[src/rtl/uart_cmd_pkg.sv]
// Shared constants and types for the UART debug command responder.
// UART_CMD_CHECKSUM_EN adds a trailing XOR byte to frames and read responses.
package uart_cmd_pkg;

    localparam logic [7:0] CMD_WR  = 8'h57;
    localparam logic [7:0] CMD_RD  = 8'h52;
    localparam logic [7:0] RSP_ACK = 8'h06;
    localparam logic [7:0] RSP_NAK = 8'h15;

`ifdef UART_CMD_CHECKSUM_EN
    localparam int CHK_BYTES = 1;
`else
    localparam int CHK_BYTES = 0;
`endif

    // Frame geometry: address and data fields are four bytes, LSB first.
    localparam int ADDR_BYTES = 4;
    localparam int DATA_BYTES = 4;
    localparam int RD_RSP_LEN = 4 + CHK_BYTES;

    // Response serializer holds up to five bytes.
    localparam int RSP_W = 40;
    localparam int CNT_W = 3;

    typedef enum logic [2:0] {
        ST_IDLE,
        ST_ADDR,
        ST_DATA,
        ST_MEM,
        ST_RESP,
        ST_WAIT_DONE
`ifdef UART_CMD_CHECKSUM_EN
        , ST_CHK
`endif
    } state_t;

    function automatic logic [7:0] xor_bytes(input logic [31:0] w);
        return w[31:24] ^ w[23:16] ^ w[15:8] ^ w[7:0];
    endfunction

endpackage

[src/rtl/uart_cmd_resp_ser.sv]
// Response shift register: presents one byte at a time to uart_tx and
// advances on each tx_done while more response bytes remain.
module uart_cmd_resp_ser
    import uart_cmd_pkg::*;
(
    input  logic             clk,
    input  logic             resetn,
    input  logic             i_load,
    input  logic [RSP_W-1:0] i_data,
    input  logic [CNT_W-1:0] i_count,
    input  logic             i_send,
    input  logic             i_ack,
    input  logic             tx_active,
    output logic             tx_dv,
    output logic [7:0]       tx_byte,
    output logic             o_more
);

    logic [RSP_W-1:0] r_shift;
    logic [CNT_W-1:0] r_count;

    // NOTE: sequential state uses non-blocking assignments so every register
    // samples pre-edge values regardless of block ordering.
    always_ff @(posedge clk or negedge resetn) begin
        if (!resetn) begin
            r_shift <= '0;
            r_count <= '0;
        end else if (i_load) begin
            r_shift <= i_data;
            r_count <= i_count;
        end else if (i_ack) begin
            r_shift <= {8'h00, r_shift[RSP_W-1:8]};
            r_count <= r_count - CNT_W'(1);
        end
    end

    // Strobe is combinational so it appears the cycle the FSM enters RESP.
    assign tx_dv   = i_send && !tx_active;
    assign tx_byte = r_shift[7:0];
    assign o_more  = (r_count > CNT_W'(1));

endmodule

[src/rtl/uart_cmd_responder.sv]
// Host debug responder: parses 'W'/'R' frames from uart_rx, runs one 32-bit bus
// transaction, answers through uart_tx. Optional macro: UART_CMD_CHECKSUM_EN.
module uart_cmd_responder
    import uart_cmd_pkg::*;
#(
    parameter int TIMEOUT_CYCLES = 1_250_000,
    parameter int TO_W           = 21
) (
    input  logic        clk,
    input  logic        resetn,
    input  logic        rx_dv,
    input  logic [7:0]  rx_byte,
    output logic        tx_dv,
    output logic [7:0]  tx_byte,
    input  logic        tx_active,
    input  logic        tx_done,
    output logic        mem_req,
    output logic        mem_we,
    output logic [31:0] mem_addr,
    output logic [31:0] mem_wdata,
    input  logic [31:0] mem_rdata,
    input  logic        mem_ready,
    output logic        err_drop
);

    state_t          r_state;
    logic [1:0]      r_idx;
    logic [TO_W-1:0] r_to_cnt;
    logic            r_mem_req;
    logic            r_mem_we;
    logic [31:0]     r_addr;
    logic [31:0]     r_wdata;
    logic            r_err_drop;
`ifdef UART_CMD_CHECKSUM_EN
    logic [7:0]      r_xor;
`endif

    logic             w_is_cmd;
    logic             w_collect;
    logic             w_timeout;
    logic             w_last_idx;
    logic             w_busy;
    logic             w_send;
    logic             w_ack;
    logic             w_more;
    logic             w_load;
    logic [RSP_W-1:0] w_load_data;
    logic [CNT_W-1:0] w_load_cnt;

    assign w_is_cmd   = (rx_byte == CMD_WR) || (rx_byte == CMD_RD);
    assign w_last_idx = (r_idx == 2'(ADDR_BYTES - 1));
    assign w_busy     = (r_state == ST_MEM) || (r_state == ST_RESP) || (r_state == ST_WAIT_DONE);
    assign w_send     = (r_state == ST_RESP);
    assign w_ack      = (r_state == ST_WAIT_DONE) && tx_done;

    // The checksum wait also times out so a lost trailing byte cannot hang the FSM.
`ifdef UART_CMD_CHECKSUM_EN
    assign w_collect = (r_state == ST_ADDR) || (r_state == ST_DATA) || (r_state == ST_CHK);
`else
    assign w_collect = (r_state == ST_ADDR) || (r_state == ST_DATA);
`endif
    assign w_timeout = w_collect && !rx_dv && (r_to_cnt == TO_W'(TIMEOUT_CYCLES - 1));

    // NOTE: every always_comb output gets a default first so no path infers a latch.
    always_comb begin
        w_load      = 1'b0;
        w_load_data = '0;
        w_load_cnt  = '0;
        if (r_state == ST_IDLE && rx_dv && !w_is_cmd) begin
            w_load      = 1'b1;
            w_load_data = {32'h0, RSP_NAK};
            w_load_cnt  = CNT_W'(1);
        end else if (r_state == ST_MEM && mem_ready) begin
            w_load = 1'b1;
            if (r_mem_we) begin
                w_load_data = {32'h0, RSP_ACK};
                w_load_cnt  = CNT_W'(1);
            end else begin
`ifdef UART_CMD_CHECKSUM_EN
                w_load_data = {xor_bytes(mem_rdata), mem_rdata};
`else
                w_load_data = {8'h00, mem_rdata};
`endif
                w_load_cnt  = CNT_W'(RD_RSP_LEN);
            end
        end
`ifdef UART_CMD_CHECKSUM_EN
        else if (r_state == ST_CHK && rx_dv && rx_byte != r_xor) begin
            w_load      = 1'b1;
            w_load_data = {32'h0, RSP_NAK};
            w_load_cnt  = CNT_W'(1);
        end
`endif
    end

    always_ff @(posedge clk or negedge resetn) begin
        if (!resetn) begin
            r_state   <= ST_IDLE;
            r_idx     <= '0;
            r_mem_req <= 1'b0;
            r_mem_we  <= 1'b0;
            r_addr    <= '0;
            r_wdata   <= '0;
        end else begin
            case (r_state)
                ST_IDLE: if (rx_dv) begin
                    if (w_is_cmd) begin
                        r_mem_we <= (rx_byte == CMD_WR);
                        r_idx    <= '0;
                        r_state  <= ST_ADDR;
                    end else begin
                        r_state  <= ST_RESP;
                    end
                end
                ST_ADDR: if (rx_dv) begin
                    r_addr[{r_idx, 3'b000} +: 8] <= rx_byte;
                    r_idx <= r_idx + 2'd1;
                    if (w_last_idx) begin
                        if (r_mem_we) begin
                            r_state <= ST_DATA;
                        end else begin
`ifdef UART_CMD_CHECKSUM_EN
                            r_state   <= ST_CHK;
`else
                            r_state   <= ST_MEM;
                            r_mem_req <= 1'b1;
`endif
                        end
                    end
                end else if (w_timeout) begin
                    r_state <= ST_IDLE;
                end
                ST_DATA: if (rx_dv) begin
                    r_wdata[{r_idx, 3'b000} +: 8] <= rx_byte;
                    r_idx <= r_idx + 2'd1;
                    if (r_idx == 2'(DATA_BYTES - 1)) begin
`ifdef UART_CMD_CHECKSUM_EN
                        r_state   <= ST_CHK;
`else
                        r_state   <= ST_MEM;
                        r_mem_req <= 1'b1;
`endif
                    end
                end else if (w_timeout) begin
                    r_state <= ST_IDLE;
                end
`ifdef UART_CMD_CHECKSUM_EN
                ST_CHK: if (rx_dv) begin
                    if (rx_byte == r_xor) begin
                        r_state   <= ST_MEM;
                        r_mem_req <= 1'b1;
                    end else begin
                        r_state   <= ST_RESP;
                    end
                end else if (w_timeout) begin
                    r_state <= ST_IDLE;
                end
`endif
                ST_MEM: if (mem_ready) begin
                    r_mem_req <= 1'b0;
                    r_state   <= ST_RESP;
                end
                ST_RESP: if (tx_dv) begin
                    r_state <= ST_WAIT_DONE;
                end
                ST_WAIT_DONE: if (tx_done) begin
                    r_state <= w_more ? ST_RESP : ST_IDLE;
                end
                default: r_state <= ST_IDLE;
            endcase
        end
    end

`ifdef UART_CMD_CHECKSUM_EN
    always_ff @(posedge clk or negedge resetn) begin
        if (!resetn) begin
            r_xor <= '0;
        end else if (r_state == ST_IDLE && rx_dv) begin
            r_xor <= rx_byte;
        end else if (w_collect && rx_dv) begin
            r_xor <= r_xor ^ rx_byte;
        end
    end
`endif

    // A received byte always beats a simultaneous timeout.
    always_ff @(posedge clk or negedge resetn) begin
        if (!resetn) begin
            r_to_cnt <= '0;
        end else if (!w_collect || rx_dv || w_timeout) begin
            r_to_cnt <= '0;
        end else begin
            r_to_cnt <= r_to_cnt + TO_W'(1);
        end
    end

    always_ff @(posedge clk or negedge resetn) begin
        if (!resetn) begin
            r_err_drop <= 1'b0;
        end else if (rx_dv && w_busy) begin
            r_err_drop <= 1'b1;
        end
    end

    uart_cmd_resp_ser u_ser (
        .clk       (clk),
        .resetn    (resetn),
        .i_load    (w_load),
        .i_data    (w_load_data),
        .i_count   (w_load_cnt),
        .i_send    (w_send),
        .i_ack     (w_ack),
        .tx_active (tx_active),
        .tx_dv     (tx_dv),
        .tx_byte   (tx_byte),
        .o_more    (w_more)
    );

    assign mem_req   = r_mem_req;
    assign mem_we    = r_mem_we;
    assign mem_addr  = r_addr;
    assign mem_wdata = r_wdata;
    assign err_drop  = r_err_drop;

endmodule

[config.mk]
export PLATFORM = sky130hd
export DESIGN_NAME = uart_cmd_responder
export DESIGN_NICKNAME = d
export VERILOG_FILES = /design/src/rtl/uart_cmd_pkg.sv /design/src/rtl/uart_cmd_resp_ser.sv /design/src/rtl/uart_cmd_responder.sv
export SDC_FILE = /design/constraint.sdc
export NUM_CORES = 1
export LEC_CHECK = 0
export CORE_UTILIZATION = 50
export DETAILED_ROUTE_END_ITERATION = 10
export HOLD_SLACK_MARGIN = 0.1
export PLACE_DENSITY = 0.84
export REMOVE_ABC_BUFFERS = 1
export SLEW_MARGIN = 10
export SYNTH_ARGS = -nofsm -noshare
export SYNTH_HDL_FRONTEND = slang
export SYNTH_SLANG_ARGS = --single-unit
[constraint.sdc]
create_clock -name clk -period 4 [get_ports clk]
set_input_delay 0.8 -clock clk [delete_from_list [all_inputs] [get_ports clk]]
set_output_delay 0.8 -clock clk [all_outputs]
set_load 0.02 [all_outputs]
==> out/metrics.yaml <==
finalPower_mw: 5.43
netlist_top_cells_area: "dfrtp_1 53%, mux2_2 8.2%, a22o_1 3.5%"
ys_warn_count: 0
yosys.area.top_type: "dfrtp_1"
worst_slew_margin_rel_pct: 42.5
outcome: "finished with violations"
cp-start-kind: "input pin"
cts_root_buf: "clkbuf_16"
p_sw_mw: 1.85
min_period_ps: 2940
critPathKind: "in2out"
die_h_um: 112
avgSynthCellArea_sq_um: 11.3
fin_util_pct: 68.6
grtUsageTotal_pct: 24.8
num_vias: 4849
cts_tree: "yes"
grt_pass1_wl_um: 24500
routabilityCongestion: 0.828
violations: "design-rule violations"
finish.instance_area_sq_mm: 0.00793
post_drt_wl_per_cell_um: 18.8
cts_made_buffers: 17
finalSetupViolCount: 0
drt-pass1-iter-count: 7
post-cts-setup-buffers: 0
p_leak_nw: 3.43
dp_cells: 770
swShare_pct: 34.0
rsz0062_at_grt: "false"
htree_levels: 4
hold_viol: 0
powerDensity_mw_per_mm2: 684
core_sq_mm: 0.0116
path_max_fanout: 2
clock-sinks: 128
postSynthCellCount: 532
r2r_start: "r_state[0]"
die_w_um: 112
first_iter_violations: 432
r2r-end: "u_ser.r_shift[22]"
ios: 122
cts_resized: 0
layout_setup_ws_ps: 1060
power_frac_seq_pct: 35.3
totalNegativeSetupSlack_ps: 0
drv_cap: 0
portBuffers: 121
finClkSkew_ps: 9.35
final_max_slew_viol_count: 0
max_freq_mhz: 340
wirelength_um: 15100
worstMarginPinSlew_ps: 860
vdd_drop_max_v: 0.000359
end_kind: "output port"
dp_hpwl_um: 9980
ys_seq_elements: 128
netlist.area_leader.share_pct: 53.3
syn2layout_area_growth_pct: 31.9
fp.dieArea_sq_mm: 0.0125
placed_cell_area_sq_mm: 0.00732
clockBufferDepth: 2
synth_area_sq_mm: 0.00601
ctsHoldBuffers: 0
overflow: 0
async_flop_share_pct: 100
hp-class: "in2async"
dp_slack_ps: 858
initial_core_util_pct: 52.0
synth_cell_types: 52
antenna_found_initial: 0
rrSetupSlack_ps: 1570
vias_per_cell: 6.05
antenna_cells: 0
p_int_mw: 3.58
num_rows: 39
ys_seq_area_share_pct: 53.3
nFillCells: 800
post-route-period-util_pct: 73.6
whs_ps: 449
cp.required_ps: 3200
nets: 700
clkTransAtPathRegs_ps: 60
pwr-share-clk_pct: 29.5
grt_max_degree: 61
clk_latency_ps: 410
drcViolationCount: 14
grt_pass1_vias: 4867
r2r_cells: 5
p_comb_share_pct: 35.2
synth_edf_count: 0
fin_cells: 802
synth-main-ff-cell: "dfrtp_1"
drive_gt1_share_pct: 14.1
cp_data_arrival_time_ps: 2140
ant_nets: 0
## cells in the mapped netlist (4+ instances only)
| library cell | count |
|---|---|
| dfrtp_1 | 128 |
| mux2_2 | 44 |
| nand2_1 | 43 |
| nor2_1 | 31 |
| and2_1 | 26 |
| a22o_1 | 24 |
| clkbuf_1 | 24 |
| a2bb2oi_1 | 21 |
| o221ai_1 | 20 |
| o21ai_0 | 14 |
| a21oi_1 | 11 |
| inv_1 | 10 |
| nand3_1 | 10 |
| nor3_1 | 10 |
| xnor2_1 | 10 |
| buf_4 | 8 |
| ha_1 | 8 |
| mux2_1 | 7 |
| or3_1 | 7 |
| nand2b_1 | 5 |
| or4_1 | 5 |
| xor2_1 | 5 |
| nand4_1 | 4 |
| nor3b_1 | 4 |
| nor4_1 | 4 |
| or4b_1 | 4 |
## critical path, cell delays in order
cell	delay, ps
clkdlybuf4s50_1	440
nor3_1	250
clkdlybuf4s50_1	660
## cell families after synthesis
| group | share of synthesized area, % |
|---|---|
| compound gates | 14.8 |
| xor+xnor | 2.18 |
| fa+ha+maj | 1.66 |
| buf+inv | 3.37 |
| flops | 53.3 |
| mux | 9.55 |
| simple gates | 15.2 |
## flip-flops by register name (all words and copies together) (netlist names)
signal,cells
mem_addr,32
mem_wdata,32
u_ser.r_shift,32
r_to_cnt,21
r_state,3
u_ser.r_count,3
r_idx,2
err_drop,1
mem_req,1
mem_we,1
## power groups by stage
stage / clock (mW) / sequential, mW / combinational, mW
3_3_place_gp: 0 / 1.90 / 1.84
2_1_floorplan: 0 / 2.10 / 0.922
5_1_grt: 1.67 / 1.95 / 2.06
6_report: 1.60 / 1.92 / 1.91
3_5_place_dp: 0 / 1.92 / 1.90
4_1_cts: 1.61 / 1.91 / 1.92
## placed cells by master (no fill, tap or decap), drive strengths merged, types with 5 or more instances in the layout
cell type,synthesis,final
o21ai,17,17
o221ai,20,20
clkbuf,24,18
a22o,24,24
a2bb2oi,21,21
nor3,10,10
or4,6,6
or3,7,7
mux2,51,51
ha,8,8
and2,26,26
a21oi,11,11
nand2,43,43
nand3,10,10
xor2,5,5
xnor2,10,10
dfrtp,128,128
nor2,31,31
buf,11,10
clkdlybuf4s50,0,120
inv,10,15
nand2b,5,5
## metal layers
| layer | vias to the layer above | global-route usage (%) | routed length (um) |
|---|---|---|---|
| met1 | 2449 | 32.2 | 6390 |
| met4 | 0 | 8.20 | 271 |
| met5 | - | 0 | 0 |
| li1 | 2173 | - | - |
| met3 | 26 | 5.44 | 939 |
| met2 | 201 | 41.5 | 7470 |
## how the worst max path moves through the flow
stage | start | endpoint | cells past startpoint
after floorplan | rx_byte[3] | u_ser.r_shift[1] | 4
after global placement | rx_byte[3] | u_ser.r_shift[10] | 5
after detailed placement | rx_byte[3] | u_ser.r_shift[10] | 5
after CTS | tx_active | tx_dv | 3
after global routing | r_state[1] | tx_dv | 3
final | tx_active | tx_dv | 3
## area by class of cell
cell class | instances | area [sq um] | share of cell area, %
well taps | 143 | 179 | 2.26
multi-input cells | 359 | 2620 | 33.0
inverters | 10 | 37.5 | 0.473
clock inverters | 14 | 179 | 2.26
flip-flops and latches | 128 | 3200 | 40.4
clock buffers | 18 | 429 | 5.41
repair buffers | 130 | 1290 | 16.2
No activity file was read; power rests on OpenSTA's default activity.
